**src/rtl/video_dark_pipe.sv**
```systemverilog
// Aligned hs/vs/de/data delay line with a per-frame pixel transform
// (bypass, invert, whole-frame dark-mode invert, per-pixel threshold invert).
module video_dark_pipe #(
  parameter int unsigned CW    = 8,
  parameter int unsigned CH    = 3,
  parameter int unsigned DELAY = 2,
  parameter int unsigned CNT_W = 24
) (
  input  logic               clk_i,
  input  logic               rst_i,
  input  logic [1:0]         mode_i,
  input  logic [CW-1:0]      thres_i,
  input  logic               vin_hs_i,
  input  logic               vin_vs_i,
  input  logic               vin_de_i,
  input  logic [CH*CW-1:0]   vin_data_i,
  output logic               vout_hs_o,
  output logic               vout_vs_o,
  output logic               vout_de_o,
  output logic [CH*CW-1:0]   vout_data_o,
  output logic               frame_dark_o,
  output logic [1:0]         mode_o
);

  localparam int unsigned DW = CH * CW;

  typedef enum logic [1:0] {
    MODE_BYPASS     = 2'd0,
    MODE_INVERT     = 2'd1,
    MODE_FRAME_DARK = 2'd2,
    MODE_PIX_THRES  = 2'd3
  } mode_e;

  mode_e            mode_q, mode_d;
  logic             vs_prev_q, vs_prev_d;
  logic             frame_dark_q, frame_dark_d;
  logic [CNT_W-1:0] act_cnt_q, act_cnt_d;
  logic [CNT_W-1:0] bright_cnt_q, bright_cnt_d;

  logic [DELAY-1:0] hs_pipe_q, hs_pipe_d;
  logic [DELAY-1:0] vs_pipe_q, vs_pipe_d;
  logic [DELAY-1:0] de_pipe_q, de_pipe_d;
  logic [DW-1:0]    data_pipe_q [DELAY];
  logic [DW-1:0]    data_pipe_d [DELAY];

  logic [CW-1:0]    max_chan;
  logic             bright;
  logic             fe;
  logic             invert_en;
  logic [DW-1:0]    data_xf;

  always_comb begin
    max_chan = '0;
    for (int unsigned k = 0; k < CH; k++) begin
      if (vin_data_i[k*CW +: CW] > max_chan) max_chan = vin_data_i[k*CW +: CW];
    end
  end

  assign bright = (max_chan >= thres_i);
  assign fe     = vin_vs_i & ~vs_prev_q;

  // Frame statistics: a de pixel in the fe cycle is the first pixel of the new frame.
  always_comb begin
    vs_prev_d    = vin_vs_i;
    mode_d       = mode_q;
    frame_dark_d = frame_dark_q;
    act_cnt_d    = act_cnt_q;
    bright_cnt_d = bright_cnt_q;
    if (fe) begin
      mode_d       = mode_e'(mode_i);
      frame_dark_d = (bright_cnt_q > (act_cnt_q >> 1));
      act_cnt_d    = CNT_W'(vin_de_i);
      bright_cnt_d = CNT_W'(vin_de_i & bright);
    end else if (vin_de_i) begin
      if (act_cnt_q != '1) act_cnt_d = act_cnt_q + 1'b1;
      if (bright && (bright_cnt_q != '1)) bright_cnt_d = bright_cnt_q + 1'b1;
    end
  end

  // Uses the held (pre-fe) mode and dark decision for the pixel entering now.
  always_comb begin
    invert_en = 1'b0;
    unique case (mode_q)
      MODE_BYPASS:     invert_en = 1'b0;
      MODE_INVERT:     invert_en = 1'b1;
      MODE_FRAME_DARK: invert_en = frame_dark_q;
      MODE_PIX_THRES:  invert_en = bright;
      default:         invert_en = 1'b0;
    endcase
    data_xf = invert_en ? ~vin_data_i : vin_data_i;
  end

  always_comb begin
    hs_pipe_d      = '0;
    vs_pipe_d      = '0;
    de_pipe_d      = '0;
    data_pipe_d[0] = data_xf;
    hs_pipe_d[0]   = vin_hs_i;
    vs_pipe_d[0]   = vin_vs_i;
    de_pipe_d[0]   = vin_de_i;
    for (int unsigned i = 1; i < DELAY; i++) begin
      hs_pipe_d[i]   = hs_pipe_q[i-1];
      vs_pipe_d[i]   = vs_pipe_q[i-1];
      de_pipe_d[i]   = de_pipe_q[i-1];
      data_pipe_d[i] = data_pipe_q[i-1];
    end
  end

  always_ff @(posedge clk_i) begin
    if (rst_i) begin
      mode_q       <= MODE_BYPASS;
      vs_prev_q    <= 1'b0;
      frame_dark_q <= 1'b0;
      act_cnt_q    <= '0;
      bright_cnt_q <= '0;
      hs_pipe_q    <= '0;
      vs_pipe_q    <= '0;
      de_pipe_q    <= '0;
      for (int unsigned i = 0; i < DELAY; i++) data_pipe_q[i] <= '0;
    end else begin
      mode_q       <= mode_d;
      vs_prev_q    <= vs_prev_d;
      frame_dark_q <= frame_dark_d;
      act_cnt_q    <= act_cnt_d;
      bright_cnt_q <= bright_cnt_d;
      hs_pipe_q    <= hs_pipe_d;
      vs_pipe_q    <= vs_pipe_d;
      de_pipe_q    <= de_pipe_d;
      for (int unsigned i = 0; i < DELAY; i++) data_pipe_q[i] <= data_pipe_d[i];
    end
  end

  assign vout_hs_o    = hs_pipe_q[DELAY-1];
  assign vout_vs_o    = vs_pipe_q[DELAY-1];
  assign vout_de_o    = de_pipe_q[DELAY-1];
  assign vout_data_o  = data_pipe_q[DELAY-1];
  assign frame_dark_o = frame_dark_q;
  assign mode_o       = mode_q;

endmodule
```
**config.mk**
```make
export PLATFORM = sky130hd
export DESIGN_NAME = video_dark_pipe
export DESIGN_NICKNAME = d
export VERILOG_FILES = /design/src/rtl/video_dark_pipe.sv
export SDC_FILE = /design/constraint.sdc
export NUM_CORES = 1
export LEC_CHECK = 0
export CAP_MARGIN = 10
export CORE_AREA = 4 4 104 106
export DETAILED_ROUTE_END_ITERATION = 16
export DIE_AREA = 0 0 108 110
export HOLD_SLACK_MARGIN = 0.02
export PLACE_DENSITY = 0.85
export SLEW_MARGIN = 15
export SYNTH_ARGS = -nofsm -noshare
export SYNTH_HDL_FRONTEND = slang
export SYNTH_SLANG_ARGS = --single-unit
```
**constraint.sdc**
```tcl
create_clock -name clk_i -period 10.2 [get_ports clk_i]
set_input_delay 1.53 -clock clk_i [delete_from_list [all_inputs] [get_ports clk_i]]
set_output_delay 1.53 -clock clk_i [all_outputs]
set_load 0.01 [all_outputs]
```
# ---- Yosys cells after proc, flatten, opt, wreduce, memory -nomap -nowiden
# Memories as Yosys holds them, arrays and structs flattened.
# Index checks and enable logic that the tools add are counted.
dict set report word_totals {
  output_inout_bits 30
  register_bits 58
  mem_bits_ro 0
  latchBits 0
  mem_bits_rw 48
  n_memories 1
  in_bits 39
}
# memory words word_bits rd rd_ports_with_merged_regs wr line
set mem_list {}
lappend mem_list {data_pipe_q 2 24 2 0 2 43} ;# logic [DW-1:0] data_pipe_q [DELAY];
dict set report op_classes {
  reduce_logical 9
  bitwise_logic 6
  multipliers 0
  add_sub_neg 2
  n_shift 0
  order_cmp 5
  n_eq_ne 5
  n_div 0
  muxes 16
}
# operator n
set op_table {}
lappend op_table {{2-to-1 mux 24 bit} 6}
lappend op_table {{adder 24 x 1 -> 24 bit (second input constant)} 2}
lappend op_table {{inequality test 24 bit (second input constant)} 2}
lappend op_table {{> comparator 24 x 23 -> 1 bit} 1}
lappend op_table {{2-to-1 mux 8 bit} 3}
lappend op_table {{inverter 24 bit} 1}
lappend op_table {{> comparator 8 bit} 2}
lappend op_table {{greater-or-equal comparator 8 bit} 1}
lappend op_table {{> comparator 8 x 1 -> 1 bit (second input constant)} 1}
lappend op_table {{2-to-1 mux 1 bit} 6}
lappend op_table {{AND reduction 2 bit} 3}
lappend op_table {{nonzero test 2 bit} 3}
lappend op_table {{== test 2 bit (second input constant)} 2}
lappend op_table {{one-hot mux 1 bit (4 select lines)} 1}
lappend op_table {{bitwise AND 1 bit} 2}
lappend op_table {{== test 2 x 1 -> 1 bit (second input constant)} 1}
lappend op_table {{zero test 2 bit} 1}
lappend op_table {{OR 1 bit} 2}
lappend op_table {{OR reduction 2 bit} 1}
lappend op_table {{logical AND 1 bit} 1}
lappend op_table {{inverter 1 bit} 1}

# ---- Depth between registers and ports, before layout
# Gate-level depths: netlist of run 1.
dict set report depth {
  depth_word 11
  depth_mapped 23
  mapped_depth_nobuf 19
}

# ---- Worst setup path before layout of run 1
# Ideal clock, no wire load.
dict set report synth_path {
  kind {input port to flip-flop}
  startpoint {input vin_data_i[1]}
  endpoint {memory data_pipe_q[0][10] (netlist bit)}
  t_arrival_ns 6.100
  path_slack_ns 3.979
  path_stages 21
  setup_time_ns 0.121
  required_time_ns 10.079
  path_cell_list {inv_1 -> ha_1 -> nor2b_1 -> o211ai_1 -> a211o_1 -> clkbuf_1 -> nand3_1 -> and2_1 -> ha_1 -> a21oi_1 -> nor2_1 -> a211oi_1 -> a21o_1 -> a31oi_1 -> ha_1 -> and3_1 -> a221oi_1 -> or2_2 -> a21oi_1 -> buf_2 -> mux2_2}
}
# element line
set synth_lines {}
lappend synth_lines {{from (decl)} 16} ;# input logic [CH*CW-1:0] vin_data_i,
lappend synth_lines {{to (decl)} 43}

==> flow_summary.json, run 1 <==
{
  "drc": 0,
  "cp_top_family": "compound AO/OA/AOI/OAI gates",
  "drt-initial-drc-count": 273,
  "ys.flop_type": "dfxtp_1",
  "place_area_um2": 6670,
  "wl_per_cell_um": 16.2,
  "place_inst": 860,
  "synthArstFlopShare_pct": 0,
  "relSlewSlack_pct": 27.9,
  "timing.fmax_mhz": 141,
  "antenna_found_initial": 0,
  "drv_cap": 0,
  "ant_nets": 0,
  "cp_common_cell": "ha_1",
  "post_drt_via_cell_ratio": 6.07,
  "skew_ns": 0.00734,
  "vias": 5308,
  "crit_arrival_ns": 7.36,
  "start_util_pct": 61.0,
  "fin_cells": 875,
  "numCtsBuffers": 9,
  "synth.most_common_cell": "dfxtp_1",
  "tritoncts": "yes",
  "startpoint_type": "input port",
  "syn_area_per_cell_um2": 8.66,
  "grt-ovfl-total": 0,
  "crit_slowest_cell": "a211oi_1",
  "rows": 36,
  "wl_um": 14200,
  "synth_warnings": 0,
  "setup_violations": 0,
  "synth_edf_count": 0,
  "grt_usage_pct": 24.8,
  "cpPeakStageDelay_ns": 0.84,
  "core_area_um2": 9770,
  "drv_slew": 0,
  "die_h_um": 110,
  "drt_first_pass_iters": 5,
  "path_buf_inv": 3,
  "syn_area_um2": 5970,
  "status": "finished clean",
  "cts_resized": 0,
  "min_path_type": "flop to flop",
  "end_kind": "flop",
  "hold_violations": 0,
  "syn_inst": 689,
  "setup_slack_ns": 3.12,
  "place_hpwl_um": 10600,
  "synth_commonest_cells": "105 x dfxtp_1, 63 x nor2_1, 49 x ha_1, 49 x nor2b_1, 44 x a21oi_1",
  "cts-htree-levels": 3,
  "grt_pass1_vias": 5246,
  "grt_pass1_wl_um": 23900,
  "power.leakage_nw": 2.57,
  "holdBufCountCts": 0,
  "clk_path_buf_depth": 2,
  "min_period_ns": 7.08,
  "yosys.area.top_type": "dfxtp_1",
  "pre_cts_ws_ns": 2.83,
  "cts_setup_buffers": 0,
  "cts-root-buf": "clkbuf_8",
  "min_period_over_period_pct": 69.4,
  "tightest_slew_ns": 1.08,
  "drive_above_1_share_pct": 9.70,
  "seq_area_frac_synth_pct": 35.2,
  "worstSetupPathType": "input port to flop",
  "grt_max_degree": 87,
  "io_buffers": 68,
  "fill_cells": 748,
  "synthTopCellsByArea": "dfxtp_1 35%, ha_1 10%, nor2b_1 5.1%",
  "r2r_slack_ns": 7.85,
  "cts.sinks": 105,
  "rsz0062_at_grt": "no",
  "fin_tns_setup_ns": 0,
  "area_growth_pct": 15.3,
  "ys_ff_latch": 105,
  "gp_congestion": 0.902,
  "worstPathRequired_ns": 10.48,
  "synth_cell_type_count": 59,
  "path_clk_slew_ns": 0.11,
  "powerDensity_nw_per_um2": 126,
  "die_area_um2": 11900,
  "cp_cell_sequence": "clkdlybuf4s50_1, inv_1, ha_1, nand4_1, o21ai_1, nand3_1, and2_1, ha_1, a21oi_1, nor2_1, a211oi_1, a211oi_1, a31oi_1, ha_1, and3_1, a221oi_1, or2_2, a21oi_2, buf_4, mux2_2",
  "finish.instance_area_um2": 6880,
  "synth.top_cell.area_share_pct": 35.2,
  "syn_nets": 777,
  "cp_max_fo": 24,
  "ir_drop_v": 0.000109,
  "diodes": 0,
  "pin_count": 69,
  "insertion_delay_ns": 0.38,
  "die_x_um": 108,
  "final_nets": 826
}
==> path summary, 6_finish.rpt <==
| path | startpoint | endpoint | depth (start not counted) |
|---|---|---|---|
| min reg2reg | data_pipe_q[0][12]$_SDFF_PP0_ | data_pipe_q[0][36]$_SDFF_PP0_ | 1 |
| max | vin_data_i[7] | data_pipe_q[0][8]$_SDFF_PP0_ | 20 |
| max reg2reg | bright_cnt_q[0]$_SDFFE_PP0P_ | bright_cnt_q[20]$_SDFFE_PP0P_ | 6 |
| min | data_pipe_q[0][12]$_SDFF_PP0_ | data_pipe_q[0][36]$_SDFF_PP0_ | 1 |
==> power by group <==
| group | switching, mW | internal [mW] |
|---|---|---|
| Sequential | 0.00606 | 0.425 |
| Clock | 0.155 | 0.118 |
| Combinational | 0.0863 | 0.0757 |
| Total | 0.248 | 0.619 |
==> cell usage in the layout (no fill, tap or decap), types with 3 or more instances in the layout <==
cell type and n:
inv_1 42, a21bo_2 7, and3_1 8, dfxtp_1 105, or3_1 7, a21o_1 5
ha_1 49, nor4_1 10, o21ai_0 15, nand4_1 25, a211oi_1 11, mux2i_1 4
nor2b_1 49, and2_1 12, or2_2 3, inv_6 4, a21oi_2 4, xnor2_1 12
a31o_2 4, o211ai_1 5, and4_1 6, nand3_1 24, buf_4 4, a31oi_1 14
a21oi_1 43, clkdlybuf4s50_1 67, nand2_1 37, o2111ai_1 6, mux2_2 24, nor2_1 63
o31ai_1 15, clkbuf_8 9, or4_1 14
==> area by class of cell <==
class | instances | area [um^2] | area share, %
inverters | 43 | 161 | 2.35
repair buffers | 72 | 706 | 10.3
clock inverters | 6 | 81.3 | 1.18
clock buffers | 9 | 124 | 1.80
multi-input cells | 507 | 3540 | 51.4
well taps | 133 | 166 | 2.42
flip-flops and latches | 105 | 2100 | 30.6
==> per-stage QoR <==
stage	util, %	total power [mW]	hold WS [ns]
finish	70.4	0.867	0.448
global route	70.4	0.908	0.469
CTS	70.4	0.872	0.453
detailed placement	68.3	0.602	0.425
global placement	68.3	0.593	0.416
floorplan	-	0.543	0.414
==> cells by family (layout without fill, tap and decap cells) <==
family | count (synthesis) | in the layout | synth area share (%)
buffers and inverters | 77 | 130 | 5.68
AND/OR/NAND/NOR | 269 | 269 | 24.6
adder cells (fa/ha/maj) | 49 | 49 | 10.3
AO/OA/AOI/OAI | 149 | 149 | 17.2
flip-flops | 105 | 105 | 35.2
multiplexers | 28 | 28 | 5.20
XOR/XNOR | 12 | 12 | 1.76
==> per-layer routing <==
metal | track usage [%] | up-vias | routed length (um)
li1 | - | 2596 | -
met1 | 27.1 | 2509 | 5550
met2 | 46.3 | 171 | 7420
met3 | 6.29 | 32 | 878
met4 | 8.93 | 0 | 351
met5 | 0 | - | 0
==> registers in the layout, summed over array words and instances, names as in the netlist <==
register	flops
act_cnt_q	24
bright_cnt_q	24
data_pipe_q	48
de_pipe_q	2
frame_dark_o	1
hs_pipe_q	2
mode_o	2
vs_pipe_q	2
No activity file was read; power rests on OpenSTA's default activity.
==> run 2: changes to the inputs <==
--- a/config.mk
+++ b/config.mk
@@ -6,11 +6,11 @@
 export NUM_CORES = 1
 export LEC_CHECK = 0
 export CAP_MARGIN = 10
-export CORE_AREA = 4 4 104 106
+export CORE_AREA = 4 4 108 110
 export DETAILED_ROUTE_END_ITERATION = 16
-export DIE_AREA = 0 0 108 110
+export DIE_AREA = 0 0 112 114
 export HOLD_SLACK_MARGIN = 0.02
-export PLACE_DENSITY = 0.85
+export PLACE_DENSITY = 0.79
 export SLEW_MARGIN = 15
 export SYNTH_ARGS = -nofsm -noshare
 export SYNTH_HDL_FRONTEND = slang
==> constraint.sdc (replaced) <==
create_clock -name clk_i -period 7.3 [get_ports clk_i]
set_input_delay 1.095 -clock clk_i [delete_from_list [all_inputs] [get_ports clk_i]]
set_output_delay 1.095 -clock clk_i [all_outputs]
set_load 0.01 [all_outputs]
==> flow_summary.json, run 2 (synthesis results as in run 1) <==
{
  "status": "finished clean",
  "final_cell_mix": "105 x dfxtp_1, 67 x clkdlybuf4s50_1, 63 x nor2_1",
  "diodes": 0,
  "path_clk_slew_ns": 0.11,
  "io_buffers": 68,
  "skew_ns": 0.0114,
  "hold_path_depth": 1,
  "r2r-end": "bright_cnt_q[22]$_SDFFE_PP0P_",
  "place_inst": 870,
  "cts-htree-levels": 3,
  "grt_pass1_vias": 5102,
  "drive_above_1_share_pct": 10.1,
  "cts.sinks": 105,
  "largest-register": "data_pipe_q",
  "grt_max_degree": 87,
  "numCtsBuffers": 9,
  "holdPathEnd": "data_pipe_q[0][46]$_SDFF_PP0_",
  "place_area_um2": 6700,
  "drt_first_pass_iters": 5,
  "clk_path_buf_depth": 2,
  "setup_slack_ns": 1.20,
  "drt-initial-drc-count": 260,
  "insertion_delay_ns": 0.39,
  "fill_cells": 890,
  "reg2reg_depth": 6,
  "cp_common_cell": "ha_1",
  "cts-root-buf": "clkbuf_8",
  "drv_cap": 0,
  "worstPathRequired_ns": 7.57,
  "final_nets": 829,
  "finish.instance_area_um2": 6900,
  "tritoncts": "yes",
  "final_core_util_pct": 64.5,
  "worstSetupPathType": "input port to flop",
  "cts_resized": 0,
  "place_hpwl_um": 10600,
  "cpPeakStageDelay_ns": 0.63,
  "whs_ns": 0.445,
  "die_area_um2": 12800,
  "core_area_um2": 10700,
  "cp_max_fo": 39,
  "crit_arrival_ns": 6.37,
  "ant_nets": 0,
  "grt_usage_pct": 22.2,
  "largest_reg_flops": 48,
  "rsz0062_at_grt": "no",
  "top_regs": "data_pipe_q: 48 flops, act_cnt_q: 24 flops, bright_cnt_q: 24 flops",
  "startpoint_type": "input port",
  "hp-start": "data_pipe_q[0][22]$_SDFF_PP0_",
  "wl_per_cell_um": 16.0,
  "tightest_slew_ns": 0.785,
  "drv_slew": 0,
  "die_h_um": 114,
  "powerDensity_nw_per_um2": 174,
  "drc": 0,
  "min_period_over_period_pct": 83.6,
  "min_path_type": "flop to flop",
  "start_util_pct": 55.8,
  "power_mw": 1.20,
  "antenna_found_initial": 0,
  "power.leakage_nw": 2.59,
  "area_growth_pct": 15.7,
  "end_kind": "flop",
  "hold_violations": 0,
  "vias": 5170,
  "seqCellArea_um2": 2100,
  "grt-ovfl-total": 0,
  "cp_cell_sequence": "clkdlybuf4s50_1, inv_1, ha_1, nand4_1, a211o_1, and3_1, or2_2, ha_1, nand4_1, nor2_1, a21o_1, a31oi_1, ha_1, a21o_1, a221oi_1, a2bb2oi_2, buf_4, nor4_1, mux2i_1",
  "min_period_ns": 6.10,
  "pre_cts_ws_ns": 0.869,
  "fin_tns_setup_ns": 0,
  "relSlewSlack_pct": 47.7,
  "wl_um": 14200,
  "rows": 38,
  "crit_slowest_cell": "a221oi_1",
  "die_x_um": 112,
  "fin_cells": 886,
  "r2r_slack_ns": 4.93,
  "grt_pass1_wl_um": 23400,
  "final_common_cell": "dfxtp_1",
  "cts_setup_buffers": 0,
  "rr_startpoint": "bright_cnt_q[0]$_SDFFE_PP0P_",
  "multi_input_area_um2": 3530,
  "pin_count": 69,
  "ir_drop_v": 0.000186,
  "post_drt_via_cell_ratio": 5.84,
  "gp_congestion": 0.895,
  "setup_violations": 0,
  "timing.fmax_mhz": 164,
  "holdBufCountCts": 0
}
[run 2: worst max-delay path: cells and delay by family]
kind / cells / cell delay [ns]
AO/OA/AOI/OAI: 6 / 1.87
adder cells (fa/ha/maj): 3 / 0.91
buffers and inverters: 3 / 0.97
multiplexers: 1 / 0.14
AND/OR/NAND/NOR: 6 / 1.38
[run 2: worst max-delay path by stage]
stage          slack [ns]                       endpoint          start  cells past startpoint
3_3_place_gp         1.07  data_pipe_q[0][16]$_SDFF_PP0_  vin_data_i[6]                     20
6_report             1.20  bright_cnt_q[10]$_SDFFE_PP0P_  vin_data_i[7]                     19
2_1_floorplan        1.51  data_pipe_q[0][10]$_SDFF_PP0_  vin_data_i[1]                     21
4_1_cts              1.29  data_pipe_q[0][21]$_SDFF_PP0_  vin_data_i[7]                     19
5_1_grt              0.95   bright_cnt_q[9]$_SDFFE_PP0P_  vin_data_i[7]                     21
3_5_place_dp         0.87  data_pipe_q[0][21]$_SDFF_PP0_  vin_data_i[7]                     19
[run 2: power by group]
part	switching [mW]	internal (mW)	leakage [nW]
Combinational	0.122	0.109	1.63
Clock	0.225	0.145	0.104
Sequential	0.00823	0.595	0.858
[run 2: area by class of cell]
cell class	count	area share, %
clock buffer	10	1.99
tap	140	2.54
sequential	105	30.4
multi-input combinational	507	51.2
clock inverter	6	0.942
inverter	43	2.34
timing repair buffer	75	10.5
[run 2: routing by layer]
metal	global-route usage [%]	part of all wire, %
met5	0	0
met1	24.1	40
met2	41.6	52
met4	7.29	2.4
met3	6.21	5.7
==> run 3: changes to the inputs <==
--- a/config.mk
+++ b/config.mk
@@ -6,11 +6,11 @@
 export NUM_CORES = 1
 export LEC_CHECK = 0
 export CAP_MARGIN = 10
-export CORE_AREA = 4 4 108 110
+export CORE_AREA = 4 4 114 116
 export DETAILED_ROUTE_END_ITERATION = 16
-export DIE_AREA = 0 0 112 114
+export DIE_AREA = 0 0 118 120
 export HOLD_SLACK_MARGIN = 0.02
-export PLACE_DENSITY = 0.79
+export PLACE_DENSITY = 0.75
 export SLEW_MARGIN = 15
 export SYNTH_ARGS = -nofsm -noshare
 export SYNTH_HDL_FRONTEND = slang
==> constraint.sdc (replaced) <==
create_clock -name clk_i -period 4.9 [get_ports clk_i]
set_input_delay 0.735 -clock clk_i [delete_from_list [all_inputs] [get_ports clk_i]]
set_output_delay 0.735 -clock clk_i [all_outputs]
set_load 0.01 [all_outputs]
==> flow_summary.json, run 3 (synthesis results as in run 1) <==
{
  "top_regs": "data_pipe_q: 48 flops, act_cnt_q: 24 flops, bright_cnt_q: 24 flops",
  "power_switching_mw": 0.619,
  "final_common_cell": "dfxtp_1",
  "die_h_um": 120,
  "rows": 40,
  "drive_above_1_share_pct": 24.5,
  "p_sw_share_pct": 28.8,
  "end_kind": "flop",
  "p_int_mw": 1.53,
  "min_period_ns": 4.95,
  "post_drt_via_cell_ratio": 5.98,
  "place_area_um2": 7080,
  "worstPathRequired_ns": 5.15,
  "status": "finished, violations left",
  "tritoncts": "yes",
  "power.leakage_nw": 3.01,
  "core_area_um2": 11900,
  "wl_um": 17400,
  "diodes": 0,
  "drc": 0,
  "setup_slack_ns": -0.0505,
  "final_nets": 892,
  "relSlewSlack_pct": 32.7,
  "crit_path_end": "data_pipe_q[0][13]$_SDFF_PP0_",
  "cp_max_fo": 7,
  "insertion_delay_ns": 0.36,
  "final_core_util_pct": 65.9,
  "grt_usage_pct": 23.5,
  "grt_pass1_vias": 5388,
  "antenna_found_initial": 0,
  "largest_reg_flops": 48,
  "die_x_um": 118,
  "grt_pass1_wl_um": 27000,
  "rr_startpoint": "bright_cnt_q[0]$_SDFFE_PP0P_",
  "setup_violations": 18,
  "crit_arrival_ns": 5.20,
  "hold_path_depth": 1,
  "area_growth_pct": 31.5,
  "drv_cap": 0,
  "hold_violations": 0,
  "pre_cts_ws_ns": -0.859,
  "worstSetupPathType": "input port to flop",
  "cts-root-buf": "clkbuf_16",
  "final_cell_mix": "105 x dfxtp_1, 61 x nor2_1, 56 x buf_4",
  "ir_drop_v": 0.000172,
  "clk_path_buf_depth": 2,
  "skew_ns": 0.00981,
  "wl_per_cell_um": 18.2,
  "path_buf_inv": 6,
  "min_path_type": "flop to flop",
  "powerDensity_nw_per_um2": 274,
  "largest-register": "data_pipe_q",
  "cp_num_cells": 22,
  "finish.instance_area_um2": 7850,
  "min_period_over_period_pct": 101,
  "comb_power_share_pct": 25.1,
  "drt-initial-drc-count": 502,
  "violations": "setup timing",
  "holdBufCountCts": 0,
  "die_area_um2": 14200,
  "cts.sinks": 105,
  "cp_cell_sequence": "buf_2, inv_2, ha_4, nand4_1, a211o_4, clkbuf_4, a21bo_2, and2_1, ha_1, o211ai_1, a21o_4, buf_6, a211oi_4, a31oi_2, ha_1, a21o_1, a221oi_4, or2_4, a21oi_4, buf_12, buf_12, mux2_4",
  "start_util_pct": 50.1,
  "cpPeakStageDelay_ns": 0.37,
  "cp_top_family": "compound AO/OA/AOI/OAI gates",
  "pwr-share-clk_pct": 33.2,
  "tightest_slew_ns": 1.01,
  "io_buffers": 68,
  "rsz0062_at_grt": "yes",
  "startpoint_type": "input port",
  "r2r-end": "bright_cnt_q[22]$_SDFFE_PP0P_",
  "numCtsBuffers": 9,
  "timing.fmax_mhz": 202,
  "reg2reg_depth": 6,
  "power_frac_seq_pct": 41.7,
  "r2r_slack_ns": 2.56,
  "pin_count": 69,
  "vias": 5716,
  "crit_slowest_cell": "a211o_4",
  "grt_max_degree": 85,
  "cts-htree-levels": 3,
  "gp_congestion": 0.897,
  "path_clk_slew_ns": 0.07,
  "drv_slew": 0,
  "power_mw": 2.15,
  "grt-ovfl-total": 0,
  "drt_first_pass_iters": 6,
  "startpoint": "vin_data_i[6]",
  "ant_nets": 0,
  "place_hpwl_um": 11500
}
## run 3: cell count changes in the layout (fill, tap and decap cells not counted), sizes merged
cell and change:
buf +70, clkdlybuf4s50 -16, clkbuf +9, inv -3, clkinvlp +2, clkinv +1
## run 3: repair_timing
| action | in CTS | in global routing |
|---|---|---|
| setup buffers | 12 | 10 |
| pin swaps | 26 | 22 |
| gates resized for setup | 88 | 42 |
| setup endpoints to repair | 48 | 48 |
| cloned | 3 | 0 |
## run 3: per-stage QoR
stage                     cells  hold WS, ns  setup TNS (ns)
after floorplan             689        0.414               0
after global placement      917        0.419          -31.66
after detailed placement    917        0.420          -37.94
after CTS                   948        0.438               0
after global routing        956        0.460           -2.51
final                       956        0.436          -0.505
## run 3: worst reg2reg max path: stages, from the launching register on
cell	delay, ns
dfxtp_1	0.42
ha_1	0.26
nand4_1	0.13
nor4_1	0.50
nand2_1	0.29
or4_1	0.48
a21oi_1	0.16
## run 3: final cells by class
cell class,instances,area [um^2]
fillers,922,4070
multi-input cells,507,3870
flip-flops and latches,105,2100
repair buffers,138,1230
clock buffers,10,239
well taps,147,184
inverters,43,164
clock inverters,6,50.0
## run 3: routing by layer
layer	part of all wire (%)	GRT usage, %
met1	42	30.2
met2	48	38.8
met3	6.0	3.77
met4	3.5	11.2
met5	0	0
## run 3: how the worst min path moves through the flow
stage / startpoint / slack (ns) / to
2_1_floorplan: data_pipe_q[0][0]$_SDFF_PP0_ / 0.41 / data_pipe_q[0][24]$_SDFF_PP0_
3_3_place_gp: de_pipe_q[0]$_SDFF_PP0_ / 0.42 / de_pipe_q[1]$_SDFF_PP0_
3_5_place_dp: data_pipe_q[0][6]$_SDFF_PP0_ / 0.42 / data_pipe_q[0][30]$_SDFF_PP0_
4_1_cts: data_pipe_q[0][6]$_SDFF_PP0_ / 0.44 / data_pipe_q[0][30]$_SDFF_PP0_
5_1_grt: data_pipe_q[0][16]$_SDFF_PP0_ / 0.46 / data_pipe_q[0][40]$_SDFF_PP0_
6_report: data_pipe_q[0][6]$_SDFF_PP0_ / 0.44 / data_pipe_q[0][30]$_SDFF_PP0_
## run 3: power by group through the flow
stage | Sequential (mW) | Combinational [mW] | Clock, mW
final | 0.898 | 0.540 | 0.714
after floorplan | 0.921 | 0.226 | 0
after detailed placement | 0.918 | 0.397 | 0
after CTS | 0.898 | 0.503 | 0.721
after global routing | 0.901 | 0.576 | 0.761
after global placement | 0.917 | 0.386 | 0
